**src/rtl/line_ctrl_pkg.sv**
```systemverilog
// Shared types and constants for the line buffer controller.
package line_ctrl_pkg;

    localparam int unsigned WORD_WIDTH = 32;
    localparam int unsigned NUM_LANES  = 4;

    typedef logic [NUM_LANES-1:0] strobe_t;

    typedef enum logic [1:0] {
        ST_IDLE      = 2'd0,
        ST_READY     = 2'd1,
        ST_REFILL    = 2'd2,
        ST_WRITEBACK = 2'd3
    } line_state_t;

endpackage

```
**src/rtl/line_beat_counter.sv**
```systemverilog
// Wrapping word index plus independent beat count for refill/writeback bursts.
// The index may start anywhere; the beat count always starts at zero, so
// o_last marks the final beat regardless of the starting word.
module line_beat_counter #(
    parameter int unsigned NUM_WORDS  = 16,
    parameter int unsigned ADDR_WIDTH = 4
) (
    input  logic                  clk,
    input  logic                  resetn,
    input  logic                  i_load,
    input  logic [ADDR_WIDTH-1:0] i_load_idx,
    input  logic                  i_advance,
    output logic [ADDR_WIDTH-1:0] o_idx,
    output logic                  o_last
);

    localparam logic [ADDR_WIDTH-1:0] LAST_CNT = ADDR_WIDTH'(NUM_WORDS - 1);
    localparam logic [ADDR_WIDTH-1:0] ONE      = ADDR_WIDTH'(1);

    logic [ADDR_WIDTH-1:0] r_idx;
    logic [ADDR_WIDTH-1:0] r_cnt;

    // Load on burst start, otherwise step both index and count per beat
    always_ff @(posedge clk or negedge resetn) begin
        if (!resetn) begin
            r_idx <= '0;
            r_cnt <= '0;
        end else if (i_load) begin
            r_idx <= i_load_idx;
            r_cnt <= '0;
        end else if (i_advance) begin
            r_idx <= r_idx + ONE;
            r_cnt <= r_cnt + ONE;
        end
    end

    assign o_idx  = r_idx;
    assign o_last = (r_cnt == LAST_CNT);

endmodule

```
**src/rtl/line_buffer_ctrl.sv**
```systemverilog
// Line buffer sequencer: arbitrates the LUTRAM write/address port between
// CPU hits, bus refill bursts and dirty writeback bursts, and tracks
// line valid/dirty state. NUM_BYTES must be 16, 32 or 64.
// Build option: LINE_CTRL_CRITICAL_WORD_EN starts refill at refill_first.
module line_buffer_ctrl
    import line_ctrl_pkg::*;
#(
    parameter  int unsigned NUM_BYTES  = 64,
    localparam int unsigned NUM_WORDS  = NUM_BYTES / 4,
    localparam int unsigned ADDR_WIDTH = $clog2(NUM_WORDS)
) (
    input  logic                  clk,
    input  logic                  resetn,
    input  logic                  req_valid,
    output logic                  req_ready,
    input  logic [ADDR_WIDTH-1:0] req_addr,
    input  strobe_t               req_strobe,
    input  logic [WORD_WIDTH-1:0] req_wdata,
    output logic                  resp_valid,
    output logic [WORD_WIDTH-1:0] resp_data,
    output logic [WORD_WIDTH-1:0] resp_data_2,
    input  logic                  refill_start,
    input  logic [ADDR_WIDTH-1:0] refill_first,
    input  logic                  refill_valid,
    output logic                  refill_ready,
    input  logic [WORD_WIDTH-1:0] refill_data,
    input  logic                  refill_last,
    input  logic                  wb_start,
    output logic                  wb_valid,
    input  logic                  wb_ready,
    output logic [WORD_WIDTH-1:0] wb_data,
    output logic                  wb_last,
    output logic                  line_valid,
    output logic                  line_dirty,
    output logic                  busy,
    output logic                  proto_err,
    output logic                  ram_en,
    output logic [ADDR_WIDTH-1:0] ram_addr,
    output strobe_t               ram_strobe,
    output logic [WORD_WIDTH-1:0] ram_wdata,
    input  logic [WORD_WIDTH-1:0] ram_rdata,
    input  logic [WORD_WIDTH-1:0] ram_rdata_2
);

    localparam logic [ADDR_WIDTH-1:0] LAST_IDX = ADDR_WIDTH'(NUM_WORDS - 1);

    line_state_t r_state;
    line_state_t w_state_nxt;

    logic                  r_resp_valid;
    logic [WORD_WIDTH-1:0] r_resp_data;
    logic [WORD_WIDTH-1:0] r_resp_data_2;
    logic                  r_line_valid;
    logic                  r_line_dirty;
    logic                  r_proto_err;

    logic                  w_idle_or_ready;
    logic                  w_wb_go;
    logic                  w_refill_go;
    logic                  w_req_fire;
    logic                  w_refill_fire;
    logic                  w_wb_fire;
    logic [ADDR_WIDTH-1:0] w_refill_first_idx;
    logic [ADDR_WIDTH-1:0] w_idx;
    logic                  w_cnt_last;

`ifdef LINE_CTRL_CRITICAL_WORD_EN
    assign w_refill_first_idx = refill_first;
`else
    logic w_unused_refill_first;
    assign w_refill_first_idx    = '0;
    assign w_unused_refill_first = ^refill_first;
`endif

    // Writeback outranks refill; writeback needs something dirty to flush
    assign w_idle_or_ready = (r_state == ST_IDLE) || (r_state == ST_READY);
    assign w_wb_go         = w_idle_or_ready && wb_start && r_line_dirty;
    assign w_refill_go     = w_idle_or_ready && refill_start && !w_wb_go;
    assign w_req_fire      = (r_state == ST_READY) && req_valid;
    assign w_refill_fire   = (r_state == ST_REFILL) && refill_valid;
    assign w_wb_fire       = (r_state == ST_WRITEBACK) && wb_ready;

    line_beat_counter #(
        .NUM_WORDS  (NUM_WORDS),
        .ADDR_WIDTH (ADDR_WIDTH)
    ) u_beat_counter (
        .clk        (clk),
        .resetn     (resetn),
        .i_load     (w_wb_go || w_refill_go),
        .i_load_idx (w_wb_go ? '0 : w_refill_first_idx),
        .i_advance  (w_refill_fire || w_wb_fire),
        .o_idx      (w_idx),
        .o_last     (w_cnt_last)
    );

    // State register
    always_ff @(posedge clk or negedge resetn) begin
        if (!resetn) begin
            r_state <= ST_IDLE;
        end else begin
            r_state <= w_state_nxt;
        end
    end

    // Next-state decode and RAM port / handshake drive per state
    always_comb begin
        w_state_nxt  = r_state;
        req_ready    = 1'b0;
        refill_ready = 1'b0;
        wb_valid     = 1'b0;
        wb_last      = 1'b0;
        ram_en       = 1'b0;
        ram_addr     = w_idx;
        ram_strobe   = '0;
        ram_wdata    = req_wdata;
        case (r_state)
            ST_IDLE, ST_READY: begin
                if (r_state == ST_READY) begin
                    req_ready  = 1'b1;
                    ram_addr   = req_addr;
                    ram_strobe = req_strobe;
                    ram_en     = req_valid && (|req_strobe);
                end
                if (w_wb_go) begin
                    w_state_nxt = ST_WRITEBACK;
                end else if (w_refill_go) begin
                    w_state_nxt = ST_REFILL;
                end
            end
            ST_REFILL: begin
                refill_ready = 1'b1;
                ram_strobe   = '1;
                ram_wdata    = refill_data;
                ram_en       = refill_valid;
                if (refill_valid && w_cnt_last) begin
                    w_state_nxt = ST_READY;
                end
            end
            ST_WRITEBACK: begin
                wb_valid = 1'b1;
                wb_last  = (w_idx == LAST_IDX);
                if (wb_ready && (w_idx == LAST_IDX)) begin
                    w_state_nxt = ST_READY;
                end
            end
            default: w_state_nxt = ST_IDLE;
        endcase
    end

    // CPU response capture; the RAM reads asynchronously, so sampling at the
    // write edge returns the pre-write contents
    always_ff @(posedge clk or negedge resetn) begin
        if (!resetn) begin
            r_resp_valid  <= 1'b0;
            r_resp_data   <= '0;
            r_resp_data_2 <= '0;
        end else begin
            r_resp_valid <= w_req_fire;
            if (w_req_fire) begin
                r_resp_data   <= ram_rdata;
                r_resp_data_2 <= ram_rdata_2;
            end
        end
    end

    // Line status: later assignments win, so a CPU write that coincides with a
    // burst start is still recorded before the burst outcome overrides it
    always_ff @(posedge clk or negedge resetn) begin
        if (!resetn) begin
            r_line_valid <= 1'b0;
            r_line_dirty <= 1'b0;
            r_proto_err  <= 1'b0;
        end else begin
            if (w_req_fire && (|req_strobe)) begin
                r_line_dirty <= 1'b1;
            end
            if (w_refill_go) begin
                r_line_valid <= 1'b0;
            end
            if (w_refill_fire && w_cnt_last) begin
                r_line_valid <= 1'b1;
                r_line_dirty <= 1'b0;
            end
            if (w_wb_fire && (w_idx == LAST_IDX)) begin
                r_line_dirty <= 1'b0;
            end
            if (w_refill_fire && (refill_last != w_cnt_last)) begin
                r_proto_err <= 1'b1;
            end
        end
    end

    assign resp_valid  = r_resp_valid;
    assign resp_data   = r_resp_data;
    assign resp_data_2 = r_resp_data_2;
    assign line_valid  = r_line_valid;
    assign line_dirty  = r_line_dirty;
    assign proto_err   = r_proto_err;
    assign busy        = (r_state == ST_REFILL) || (r_state == ST_WRITEBACK);
    assign wb_data     = ram_rdata;

endmodule

```
**config.mk**
```make
export PLATFORM = sky130hd
export DESIGN_NAME = line_buffer_ctrl
export DESIGN_NICKNAME = d
export VERILOG_FILES = /design/src/rtl/line_ctrl_pkg.sv /design/src/rtl/line_beat_counter.sv /design/src/rtl/line_buffer_ctrl.sv
export SDC_FILE = /design/constraint.sdc
export NUM_CORES = 1
export LEC_CHECK = 0
export ABC_CLOCK_PERIOD_IN_PS = 1700
export CAP_MARGIN = 20
export CORE_MARGIN = 2
export CORE_UTILIZATION = 33
export DETAILED_ROUTE_END_ITERATION = 16
export GPL_TIMING_DRIVEN = 0
export PLACE_DENSITY = 0.86
export SETUP_SLACK_MARGIN = 0.5
export SLEW_MARGIN = 40
export SYNTH_ARGS = -nofsm -noshare
export SYNTH_HDL_FRONTEND = slang
export SYNTH_SLANG_ARGS = --single-unit
```
**constraint.sdc**
```tcl
create_clock -name clk -period 1.7 [get_ports clk]
set_input_delay 0.17 -clock clk [delete_from_list [all_inputs] [get_ports clk]]
set_output_delay 0.17 -clock clk [all_outputs]
set_load 0.05 [all_outputs]
```
==> reports/results.ini, run 1 <==
[clock_network]
cts_buffers = 9
cts_htree_levels = 3
cts_tree = yes
cts_sinks = 78
path_clk_slew_ns = 0.06
cts_root_buffer = clkbuf_16
clk_path_buf_depth = 2
clock_latency_ns = 0.33

[sta]
finalHoldViolations = 0
rsz0062_at_grt = true
max_slew.worst_pin.slew_ns = 0.498
setup_violations = 41
fin_skew_ns = 0.00513
setup_ws_ns = -0.269
maxSlewViolCount = 0
slew_headroom = 0.665
timing.final.crit_share = 1.16
min_period_ns = 1.97
max_freq_mhz = 508

[synth]
async_flop_share = 1.00
syn_area_per_cell_sq_um = 13.6
synth_ff_type = dfrtp_1
synthesis.nets = 446
synth-seq-cells = 78
synth_edf_count = 0
netlist_area_sq_um = 4020
syn_inst = 296
yosysWarnings = 0
yosysSeqAreaShare = 0.485
ys_types = 29

[place]
placed_area_sq_um = 7330
place_ws_ns = -0.546
routabilityCongestion = 0.876
dp_hpwl_microns = 10600
io_buffers = 289

[worst_setup_path]
arrival_ns = 1.80
critPathCaptureType = output port
crit_path_start_kind = register
r2r_slack_ns = 0.09
crit_fanout = 5
critPathKind = reg2out
required_ns = 1.53

[global_route]
antenna_found_initial = 0
busiest_layer = met2
grt_max_degree = 51
met2_usage = 0.386
grt_pass1_vias = 3899
overflow = 0
grt_pass1_wl_microns = 20500
grtUsageMet3 = 0.0667
track_usage = 0.204
grt_util_met1 = 0.206

[power]
p_total_mw = 13.6
leakage_nw = 4.28
vdd_ir_drop_max_uv = 968
p_per_area_nw_per_um2 = 1680

[floorplanning]
die_w_microns = 114
io_pins = 294
fp-row-count = 40
core_area_sq_um = 12000
initial_utilization = 0.336
die_h_microns = 114
die_area_sq_um = 13100

[layout]
drive_gt1_frac = 0.599
final_cell_mix = 142 x clkdlybuf4s50_1, 100 x mux2_4, 79 x buf_2, 76 x dfrtp_1, 54 x buf_4
antenna_cells = 0
mostFrequentLayoutCell = clkdlybuf4s50_1
final_util = 0.677
syn2layout_area_growth_pct = 101
finalInstanceArea_sq_um = 8090
fin_nets = 781

[drt]
drc = 0
via_per_inst = 4.78
initialDrtViolationCount = 51
wl_microns = 14900
ant_nets = 0
dr.pass1.iters = 4
routedWlPerCell_microns = 19.1
vias = 3744

[worst_hold_path]
hp-class = in2async

[run_status]
violations = setup timing
status = finished with violations

[flow_run]
cap_violations = 0

area by class of cell:
class	instances	area [sq um]
clock inverters	4	70.1
plain buffers	48	494
clock buffers	12	246
inverters	6	31.3
multi-input cells	164	2080
well taps	147	184
repair buffers	324	3030
fillers	868	3870
flip-flops and latches	78	1950
registers in the layout, indices dropped and copies added (netlist names):
register / flops
u_beat_counter.o_idx: 4
line_valid: 1
proto_err: 1
u_beat_counter.r_cnt: 4
resp_data_2: 32
line_dirty: 1
r_state: 2
resp_data: 32
resp_valid: 1
through the flow:
stage | TNS [ns] | cells | hold WS [ns]
global placement | -193.43 | 732 | 0.454
global route | -10.67 | 783 | 0.301
detailed placement | -19.82 | 733 | 0.0665
floorplan | 0 | 296 | -0.126
finish | -8.67 | 783 | 0.279
CTS | -8.06 | 762 | 0.276
worst paths after layout:
path | start | end | cells after the start
max | r_state[0]$_DFFE_PN0P_ | ram_wdata[17] | 7
min | resetn | resp_data[8]$_DFFE_PN0N_ | 2
max reg2reg | r_state[1]$_DFFE_PN0P_ | u_beat_counter.r_cnt[3]$_DFFE_PN0P_ | 7
min reg2reg | proto_err$_DFFE_PN0P_ | proto_err$_DFFE_PN0P_ | 1
max in group asynchronous | resetn | resp_data_2[23]$_DFFE_PN0N_ | 3
min in group clk | ram_rdata_2[25] | resp_data_2[25]$_DFFE_PN0N_ | 2
Yosys cell counts (all sizes together) (2+ instances only):
master / number / share of area
nand3: 6 / 0.0075
nor2: 6 / 0.0056
nor2b: 2 / 0.0031
buf: 47 / 0.093
a21oi: 4 / 0.0050
inv: 6 / 0.0056
nand4: 3 / 0.0047
mux2i: 6 / 0.016
dfrtp: 78 / 0.49
nand2: 14 / 0.013
mux2: 100 / 0.32
o21ai: 8 / 0.010
ha: 2 / 0.0062
or3: 3 / 0.0047
where the power goes:
group	switching [mW]	leakage [nW]	total (mW)	internal (mW)
clock	0.717	0.157	2.04	1.32
sequential	0.517	1.05	3.13	2.61
combinational	5.05	3.07	8.46	3.41
layer usage:
metal / wire length, microns / part of all wire
met1: 5120 / 0.34
met2: 8160 / 0.55
met3: 1140 / 0.076
met4: 505 / 0.034
met5: 0 / 0
worst max-delay path, cell delays in order (launching register included):
cell	delay [ns]
dfrtp_1	0.38
buf_6	0.13
nor2b_4	0.12
buf_6	0.12
buf_12	0.12
clkbuf_16	0.14
mux2_4	0.30
buf_6	0.15
what timing repair did:
item | in CTS | in global routing
pin swaps | 4 | 7
hold endpoints to repair | 28 | 0
setup endpoints to repair | 222 | 138
cloned | 2 | 4
setup buffers | 10 | 17
gates resized for setup | 881 | 88
hold buffers | 1 | 0
cell families (layout without fill, tap and decap cells):
| group | after synthesis | in the layout | share of synthesized area |
|---|---|---|---|
| multiplexers | 106 | 106 | 0.332 |
| AO/OA/AOI/OAI | 19 | 19 | 0.0299 |
| adder cells (fa/ha/maj) | 2 | 2 | 0.00622 |
| XOR/XNOR | 1 | 1 | 0.00218 |
| buffers and inverters | 54 | 394 | 0.0995 |
| flip-flops | 78 | 78 | 0.485 |
| AND/OR/NAND/NOR | 36 | 36 | 0.0451 |
Note: power is estimated with default switching activity, not from simulation.
==> run 2, diff against run 1 <==
- CORE_ASPECT_RATIO: unset -> 1.4
- CORE_UTILIZATION: 33 -> 30
- PLACE_DENSITY: 0.86 -> 0.8
==> reports/results.ini, run 2 (synthesized netlist as in run 1, its figures left out) <==
[worst_setup_path]
critPathCaptureType = output port
arrival_ns = 1.73
r2r-start = r_state[0]$_DFFE_PN0P_
path_common_cell = buf_6
required_ns = 1.53
crit_start = r_state[0]$_DFFE_PN0P_
crit_fanout = 10
critPathKind = reg2out
crit_path_start_kind = register
path_cells = buf_6, nor2b_4, buf_6, buf_12, mux2_4, buf_6
critPathSlowestCell = dfrtp_1
slowest_delay_ns = 0.37

[drt]
wl_microns = 15200
initialDrtViolationCount = 91
vias = 3706
ant_nets = 0
drc = 0
via_per_inst = 4.51
routedWlPerCell_microns = 18.5
dr.pass1.iters = 4

[worst_hold_path]
hp-class = in2async

[clock_network]
cts_sinks = 78
cts_root_buffer = clkbuf_16
clk_path_buf_depth = 2
clock_latency_ns = 0.33
cts_buffers = 9
cts_tree = yes
cts_htree_levels = 3
path_clk_slew_ns = 0.06

[global_route]
track_usage = 0.192
grt_max_degree = 47
grt_pass1_vias = 3900
grt_pass1_wl_microns = 20900
antenna_found_initial = 3
busiest_layer = met2
grtUsageMet3 = 0.0744
grt_util_met1 = 0.182
overflow = 0
met2_usage = 0.365

[run_status]
violations = setup timing
status = finished with violations

[place]
io_buffers = 289
dp_hpwl_microns = 11300
placed_area_sq_um = 7380
routabilityCongestion = 0.737
place_ws_ns = -0.521
place_inst = 768

[power]
leakage_nw = 4.29
vdd_ir_drop_max_uv = 809
p_total_mw = 13.1
p_per_area_nw_per_um2 = 1610

[layout]
syn2layout_area_growth_pct = 103
fin_nets = 783
fin_cells = 821
mostFrequentLayoutCell = clkdlybuf4s50_1
drive_gt1_frac = 0.602
final_cell_mix = 142 x clkdlybuf4s50_1, 100 x mux2_4, 78 x buf_2, 77 x dfrtp_1, 51 x buf_6
finalInstanceArea_sq_um = 8160

[floorplanning]
die_h_microns = 141
die_w_microns = 102
die_area_sq_um = 14400
io_pins = 294
initial_utilization = 0.303
core_area_sq_um = 13300
fp-row-count = 50

[sta]
max_freq_mhz = 527
maxSlewViolCount = 0
min_period_ns = 1.90
rsz0062_at_grt = true
finalHoldViolations = 0
max_slew.worst_pin.slew_ns = 0.589
setup_ws_ns = -0.199
slew_headroom = 0.607
tns_ns = -6.52
timing.final.crit_share = 1.12
fin_skew_ns = 0.00987
setup_violations = 41

[flow_run]
cap_violations = 0

[run 2: cell types whose count changed in the layout (fill, tap and decap cells not counted), sizes merged, moves of 2 or more]
cell / previous run / this run
clkinvlp: 1 / 5
buf: 211 / 209
bufinv: 2 / 0
clkinv: 3 / 1
clkbuf: 30 / 33
[run 2: area by class of cell]
class                           instances  area (sq um)
Fill cell                            1076          5100
Tap cell                              182           228
Antenna cell                            1          2.50
Sequential cell                        78          1950
Timing Repair Buffer                  326          3070
Inverter                                6          28.8
Clock inverter                          5          35.0
Buffer                                 48           498
Multi-Input combinational cell        164          2100
Clock buffer                           11           243
[run 2: per-layer routing]
metal  vias to the layer above  routed length (microns)
li1                       1682                        -
met1                      1811                     5010
met2                       196                     8410
met3                        15                     1530
met4                         2                      244
met5                         -                       11
[run 2: worst paths after layout]
kind	to	slack (ns)	cells past startpoint
setup / recovery	ram_wdata[21]	-0.20	6
hold / removal	resp_data[13]$_DFFE_PN0N_	0.32	2
setup reg to reg	resp_data[5]$_DFFE_PN0N_	0.06	8
hold reg to reg	resp_data_2[0]$_DFFE_PN0N_	0.50	1
max in group asynchronous	resp_data_2[23]$_DFFE_PN0N_	0.82	3
min in group clk	resp_data_2[31]$_DFFE_PN0N_	0.46	2
[run 2: power breakdown]
part / switching [mW] / internal (mW)
sequential: 0.504 / 2.61
clock: 0.747 / 1.03
combinational: 4.98 / 3.27
[run 2: stage by stage]
| stage | utilization | hold slack [ns] |
|---|---|---|
| floorplan | - | -0.126 |
| finish | 0.615 | 0.323 |
| detailed placement | 0.556 | 0.0872 |
| CTS | 0.572 | 0.302 |
| global placement | 0.554 | 0.490 |
| global route | 0.615 | 0.343 |
[run 2: critical path: cells and delay by family, from the launching register on]
kind                   cells  cell delay (ns)
buffers and inverters      4             0.59
DFF                        1             0.37
muxes                      1             0.32
and+or+nand+nor            1             0.12
[run 2: timing repair]
item | in CTS | in global routing
gates cloned | 1 | 6
setup buffers | 14 | 14
endpoints found under the hold margin | 32 | 0
pin swaps | 12 | 7
resized for setup | 880 | 95
hold buffers | 1 | 0
endpoints found under the setup margin | 222 | 142
